File: src/rtl/imem_loader_pkg.sv
// Shared state encoding and error codes for the instruction-memory loader.
package imem_loader_pkg;

    typedef enum logic [2:0] {
        StLen,
        StData,
        StCsum,
        StDone,
        StErr
    } state_e;

    localparam logic [1:0] ERR_NONE = 2'd0;
    localparam logic [1:0] ERR_LEN  = 2'd1;
    localparam logic [1:0] ERR_CSUM = 2'd2;

endpackage

File: src/rtl/imem_loader_byte_packer.sv
// Assembles accepted bytes into little-endian 32-bit words; word/word_valid are presented
// combinationally in the same cycle as the 4th byte so the FSM can act on that edge.
module imem_loader_byte_packer (
    input  logic        clk,
    input  logic        rst,
    input  logic        clr,
    input  logic        in_valid,
    input  logic [7:0]  in_data,
    output logic [31:0] word,
    output logic        word_valid
);

    logic [1:0]  cnt_q;
    logic [23:0] sh_q;

    always_ff @(posedge clk or posedge rst) begin
        if (rst) begin
            cnt_q <= 2'd0;
            sh_q  <= 24'd0;
        end else if (clr) begin
            cnt_q <= 2'd0;
            sh_q  <= 24'd0;
        end else if (in_valid) begin
            // Newest byte enters at the top so the first byte ends up in bits [7:0].
            sh_q  <= {in_data, sh_q[23:8]};
            cnt_q <= cnt_q + 2'd1;
        end
    end

    assign word       = {in_data, sh_q};
    assign word_valid = in_valid && (cnt_q == 2'd3);

endmodule

File: src/rtl/imem_loader.sv
// Loads a length-prefixed, checksummed program image into imem, holding the core in reset
// until the whole image has been written and verified.
module imem_loader
    import imem_loader_pkg::*;
#(
    parameter int unsigned DEPTH_WORDS = 256,
    parameter int unsigned ADDR_W      = $clog2(DEPTH_WORDS)
) (
    input  logic              clk,
    input  logic              rst,
    input  logic              s_valid,
    input  logic [7:0]        s_data,
    output logic              s_ready,
    input  logic              start,
    output logic              mem_we,
    output logic [ADDR_W-1:0] mem_waddr,
    output logic [31:0]       mem_wdata,
    output logic              core_rst_n,
    output logic              busy,
    output logic              done,
    output logic              error,
    output logic [1:0]        err_code
);

    localparam int unsigned CntW = ADDR_W + 1;

    state_e            state_q, state_d;
    logic [CntW-1:0]   len_q, len_d;
    logic [ADDR_W-1:0] idx_q, idx_d;
    logic [31:0]       sum_q, sum_d;
    logic              mem_we_q, mem_we_d;
    logic [ADDR_W-1:0] mem_waddr_q, mem_waddr_d;
    logic [31:0]       mem_wdata_q, mem_wdata_d;
    logic [1:0]        err_code_q, err_code_d;
    logic              core_rst_n_q, busy_q, done_q, error_q;

    logic              accept;
    logic              clr;
    logic [31:0]       word;
    logic              word_valid;
    logic              last_word;

    assign s_ready = (state_q == StLen) || (state_q == StData) || (state_q == StCsum);
    assign accept  = s_valid && s_ready;

    imem_loader_byte_packer u_packer (
        .clk        (clk),
        .rst        (rst),
        .clr        (clr),
        .in_valid   (accept),
        .in_data    (s_data),
        .word       (word),
        .word_valid (word_valid)
    );

    // The index stops at LEN-1 instead of incrementing, so a full-depth image never wraps it.
    assign last_word = ({1'b0, idx_q} == (len_q - CntW'(1)));

    always_comb begin
        state_d     = state_q;
        len_d       = len_q;
        idx_d       = idx_q;
        sum_d       = sum_q;
        mem_we_d    = 1'b0;
        mem_waddr_d = mem_waddr_q;
        mem_wdata_d = mem_wdata_q;
        err_code_d  = err_code_q;
        clr         = 1'b0;

        unique case (state_q)
            StLen: begin
                if (word_valid) begin
                    if (word > 32'(DEPTH_WORDS)) begin
                        state_d    = StErr;
                        err_code_d = ERR_LEN;
                    end else if (word == 32'd0) begin
                        state_d = StCsum;
                    end else begin
                        state_d = StData;
                        len_d   = word[CntW-1:0];
                    end
                end
            end
            StData: begin
                if (word_valid) begin
                    mem_we_d    = 1'b1;
                    mem_waddr_d = idx_q;
                    mem_wdata_d = word;
                    sum_d       = sum_q + word;
                    if (last_word) begin
                        state_d = StCsum;
                    end else begin
                        idx_d = idx_q + ADDR_W'(1);
                    end
                end
            end
            StCsum: begin
                if (word_valid) begin
                    if (word == sum_q) begin
                        state_d = StDone;
                    end else begin
                        state_d    = StErr;
                        err_code_d = ERR_CSUM;
                    end
                end
            end
            StDone, StErr: begin
                if (start) begin
                    state_d    = StLen;
                    len_d      = '0;
                    idx_d      = '0;
                    sum_d      = '0;
                    err_code_d = ERR_NONE;
                    clr        = 1'b1;
                end
            end
            default: begin
                state_d = StLen;
            end
        endcase
    end

    always_ff @(posedge clk or posedge rst) begin
        if (rst) begin
            state_q      <= StLen;
            len_q        <= '0;
            idx_q        <= '0;
            sum_q        <= '0;
            mem_we_q     <= 1'b0;
            mem_waddr_q  <= '0;
            mem_wdata_q  <= '0;
            err_code_q   <= ERR_NONE;
            core_rst_n_q <= 1'b0;
            busy_q       <= 1'b1;
            done_q       <= 1'b0;
            error_q      <= 1'b0;
        end else begin
            state_q      <= state_d;
            len_q        <= len_d;
            idx_q        <= idx_d;
            sum_q        <= sum_d;
            mem_we_q     <= mem_we_d;
            mem_waddr_q  <= mem_waddr_d;
            mem_wdata_q  <= mem_wdata_d;
            err_code_q   <= err_code_d;
            core_rst_n_q <= (state_d == StDone);
            busy_q       <= (state_d == StLen) || (state_d == StData) || (state_d == StCsum);
            done_q       <= (state_d == StDone);
            error_q      <= (state_d == StErr);
        end
    end

    assign mem_we     = mem_we_q;
    assign mem_waddr  = mem_waddr_q;
    assign mem_wdata  = mem_wdata_q;
    assign err_code   = err_code_q;
    assign core_rst_n = core_rst_n_q;
    assign busy       = busy_q;
    assign done       = done_q;
    assign error      = error_q;

endmodule
File: config.mk
export PLATFORM = sky130hd
export DESIGN_NAME = imem_loader
export DESIGN_NICKNAME = d
export VERILOG_FILES = /design/src/rtl/imem_loader_pkg.sv /design/src/rtl/imem_loader_byte_packer.sv /design/src/rtl/imem_loader.sv
export SDC_FILE = /design/constraint.sdc
export NUM_CORES = 1
export LEC_CHECK = 0
export CORE_MARGIN = 1.5
export CORE_UTILIZATION = 60
export CTS_BUF_LIST = sky130_fd_sc_hd__clkbuf_4
export CTS_CLUSTER_DIAMETER = 150
export DETAILED_ROUTE_END_ITERATION = 10
export PLACE_DENSITY = 0.93
export SETUP_SLACK_MARGIN = 0.02
export SLEW_MARGIN = 15
export SYNTH_ARGS = -nofsm -noshare
export SYNTH_HDL_FRONTEND = slang
export SYNTH_HIERARCHICAL = 1
export SYNTH_SLANG_ARGS = --single-unit
File: constraint.sdc
create_clock -name clk -period 4 [get_ports clk]
set_input_delay 0.4 -clock clk [delete_from_list [all_inputs] [get_ports clk]]
set_output_delay 0.4 -clock clk [all_outputs]
set_load 0.02 [all_outputs]
==> run metrics <==
run status complete, no violations; tightest slew margin relative to the limit 35.16%; width of the die 112.7 µm; primary flip-flop cell chosen by synthesis mapping sky130_fd_sc_hd__dfrtp_1; Max Clk Rate 0.3361 GHz; routability-driven placement congestion ratio between 0.9 and 1; endpoint of the most critical register-to-register path busy; worst setup path startpoint u_packer/sh_q[20]; Worst Setup Start Kind register; Maximum Capacitance Violations 0; timing endpoint of the critical path busy; fin crit period between 2 and 3 ns; measured slew at the worst slew-check pin between 0.9 and 1 ns; initial antenna violation count 0; CTS Root Cell sky130_fd_sc_hd__clkbuf_4; syn nets 845; CTS tree yes; count of routing violations after the opening detailed-route iteration between 500 and 600; count of H-tree levels built during CTS 4; Top Ports 60; Crit. End Element register; share of synthesized flip-flops with an asynchronous set or reset 100.0%; count of port buffers added during placement 59; part of the cycle the worst path needs 74.39%; arrival time of data at the critical path endpoint between 3 and 4 ns; Antenna diodes 0; most common cell in the netlist sky130_fd_sc_hd__nand2_1; unrepaired setup endpoints after global routing no; wire length of the first global-routing pass between 20,000 and 30,000 µm; required arrival time at the worst endpoint approximately 4.5 ns; average size of a mapped cell about 9.0 µm²; GR Overflow Total 0; number of different library cells in the post-synthesis netlist 66; Clock Latency Late Sink 0.53 ns; EDFF count, synth 0; Clock Tree Buf Depth 2; Worst Path Class, Setup reg -> reg; total power divided by cell area 458.0 mW/mm²; top post-synthesis cells by area sky130_fd_sc_hd__dfrtp_1 43%, sky130_fd_sc_hd__nand2_1 8.3%, sky130_fd_sc_hd__ha_1 5.9%, sky130_fd_sc_hd__mux2i_1 4.2%, sky130_fd_sc_hd__xor2_1 3.5%; via total after detailed routing 6,015; wire length reported by the detailed router about 18,000 µm; via-per-instance ratio approximately 6.1; leak pwr 3.808 nW; Syn Std Cell Area 0.007214 mm²; minimum setup slack among reg-to-reg paths around 1.0 ns; CTS buffer count 17; Finish-stage setup viols 0; die area around 0.013 mm²; PostCTS Resize Cnt 0; Final Hold Fails 0; post-detailed-placement half-perimeter wirelength around 12,000 µm; WL per Instance around 18 µm; clk slew on worst S/H paths 0.12 ns; max-slew violation count 0; maximum ir drop on the vdd rail 249.3 µV; Starting Density 62.38%; Detailed Routing Iterations Pass 1 5; Syn Inst Count roughly 800; worst min path class in -> async; All-Layer GR Usage 28.45%; number of warnings printed during yosys synthesis 6; post-synth top area cell sky130_fd_sc_hd__dfrtp_1; share of the synthesized area in the top cell type 42.66%; clock sink count 124; Reg-to-Reg Start u_packer/sh_q[20]; Area growth, synth to finish 10.20%; share of layout cells above drive strength 1 6.302%; post-synthesis sequential element count 124; via count of the first global-routing pass 5,819; leading cell types by count after synthesis 159 x sky130_fd_sc_hd__nand2_1, 123 x sky130_fd_sc_hd__dfrtp_1, 51 x sky130_fd_sc_hd__nor2_1; number of nets in the layout 876; share of synthesized area occupied by flip-flops and latches 43.03%; number of post-CTS setup repair buffers 0; core region area 0.01156 mm²; Antenna Nets Post-Route 0; Hold Buf Count CTS 0; Die Height approximately 110 µm; highest net fanout along the worst path 10; total design power 3.642 mW; setup TNS 0 ns; maximum number of pins on one net before global-route repair 90; maximum clock skew at final layout roughly 0.017 ns; worst r2r path cells 9; floorplan row count 39; total DRC errors in the routed layout 0
-- final cells by class --
cell class / count / area [µm²]
tap: 143 / 178.9
clock inverter: 10 / 76.32
timing repair buffer: 65 / 635.6
multi-input combinational: 594 / 3689
inverter: 27 / 108.9
sequential: 124 / 3104
fill: 889 / 3615
clock buffer: 21 / 157.7
-- registers in the layout, indices dropped and copies added, names as in the netlist --
signal / flops
sum_q: 32
len_q: 9
error: 1
err_code: 2
state_q: 3
mem_waddr: 8
done: 1
u_packer/cnt_q: 2
u_packer/sh_q: 24
mem_we: 1
idx_q: 8
busy: 1
mem_wdata: 32
-- how the worst min path moves through the flow --
stage | start | endpoint | slack [ns]
after global routing | rst | mem_waddr[1] | 0.32
after CTS | rst | mem_waddr[1] | 0.29
after floorplan | rst | u_packer/cnt_q[0] | 0.44
final | rst | mem_waddr[1] | 0.28
after detailed placement | mem_wdata[4] | mem_wdata[4] | 0.46
after global placement | mem_wdata[31] | mem_wdata[31] | 0.46
-- cell families after synthesis --
kind of cell / Yosys count / synth area share (%)
AOI/OAI and AO/OA: 158 / 14.26
DFF: 124 / 43.03
and+or+nand+nor: 325 / 20.92
adders and majority gates: 35 / 6.174
muxes: 30 / 4.162
xor gates and xnor gates: 46 / 5.584
buffers and inverters: 80 / 5.879
-- metal layers --
layer | wire length (µm) | vias to the layer above | global-route usage (%)
li1 | - | 2830 | -
met1 | 7473 | 2901 | 37.16
met2 | 8332 | 241 | 46.26
met3 | 1239 | 43 | 7.127
met4 | 457 | 0 | 10.30
met5 | 0 | - | 0
-- power breakdown --
group          leakage [nW]  switching, mW  internal [mW]  total (mW)
registers              1.71          0.280           1.40        1.68
clock network         0.133          0.449          0.321       0.771
logic                  1.97          0.728          0.467        1.19
-- cells in the final DEF (no fill, tap or decap), drive strengths merged, types with 4 or more instances in the layout --
cell           synthesis  layout
mux2i                 30      30
a21oi                 32      32
nor2b                  5       5
and3                   4       4
buf                   26       6
xnor2                 17      17
a21o                  13      13
nand2                160     160
clkinv                 0       8
nand3                 43      43
nor3                   9       9
a31oi                  8       8
o211ai                 4       4
clkdlybuf4s50          0      59
nor2                  54      54
o21a                   9       9
nor4                  16      16
o21ai                 56      56
inv                   27      27
ha                    34      34
xor2                  29      29
dfrtp                123     123
o31ai                  8       8
a211oi                 5       5
nand2b                 6       6
nand4                 16      16
clkbuf                27      21
-- per-stage QoR --
stage | hold slack [ns] | std cells | setup slack (ns) | utilization, % | instance area (µm²)
after global placement | 0.4579 | 953 | 1.040 | 66.72 | 7716
final | 0.2786 | 984 | 1.024 | 68.74 | 7950
after global routing | 0.3186 | 984 | 0.8743 | 68.74 | 7950
after floorplan | 0.4400 | 798 | 1.040 | - | 7214
after detailed placement | 0.4627 | 953 | 0.8089 | 66.72 | 7716
after CTS | 0.2883 | 984 | 1.111 | 68.74 | 7950
-- worst max-delay path, stage by stage (launching register included) --
cell,delay (ns)
sky130_fd_sc_hd__dfrtp_1,0.51
sky130_fd_sc_hd__ha_1,0.47
sky130_fd_sc_hd__nor4_1,0.36
sky130_fd_sc_hd__nand4_1,0.22
sky130_fd_sc_hd__o31ai_1,0.48
sky130_fd_sc_hd__o211ai_1,0.21
sky130_fd_sc_hd__a21boi_0,0.20
sky130_fd_sc_hd__mux2i_1,0.25
sky130_fd_sc_hd__nor2_1,0.10
sky130_fd_sc_hd__nor2_1,0.12
(Power assumes the default switching activity.)
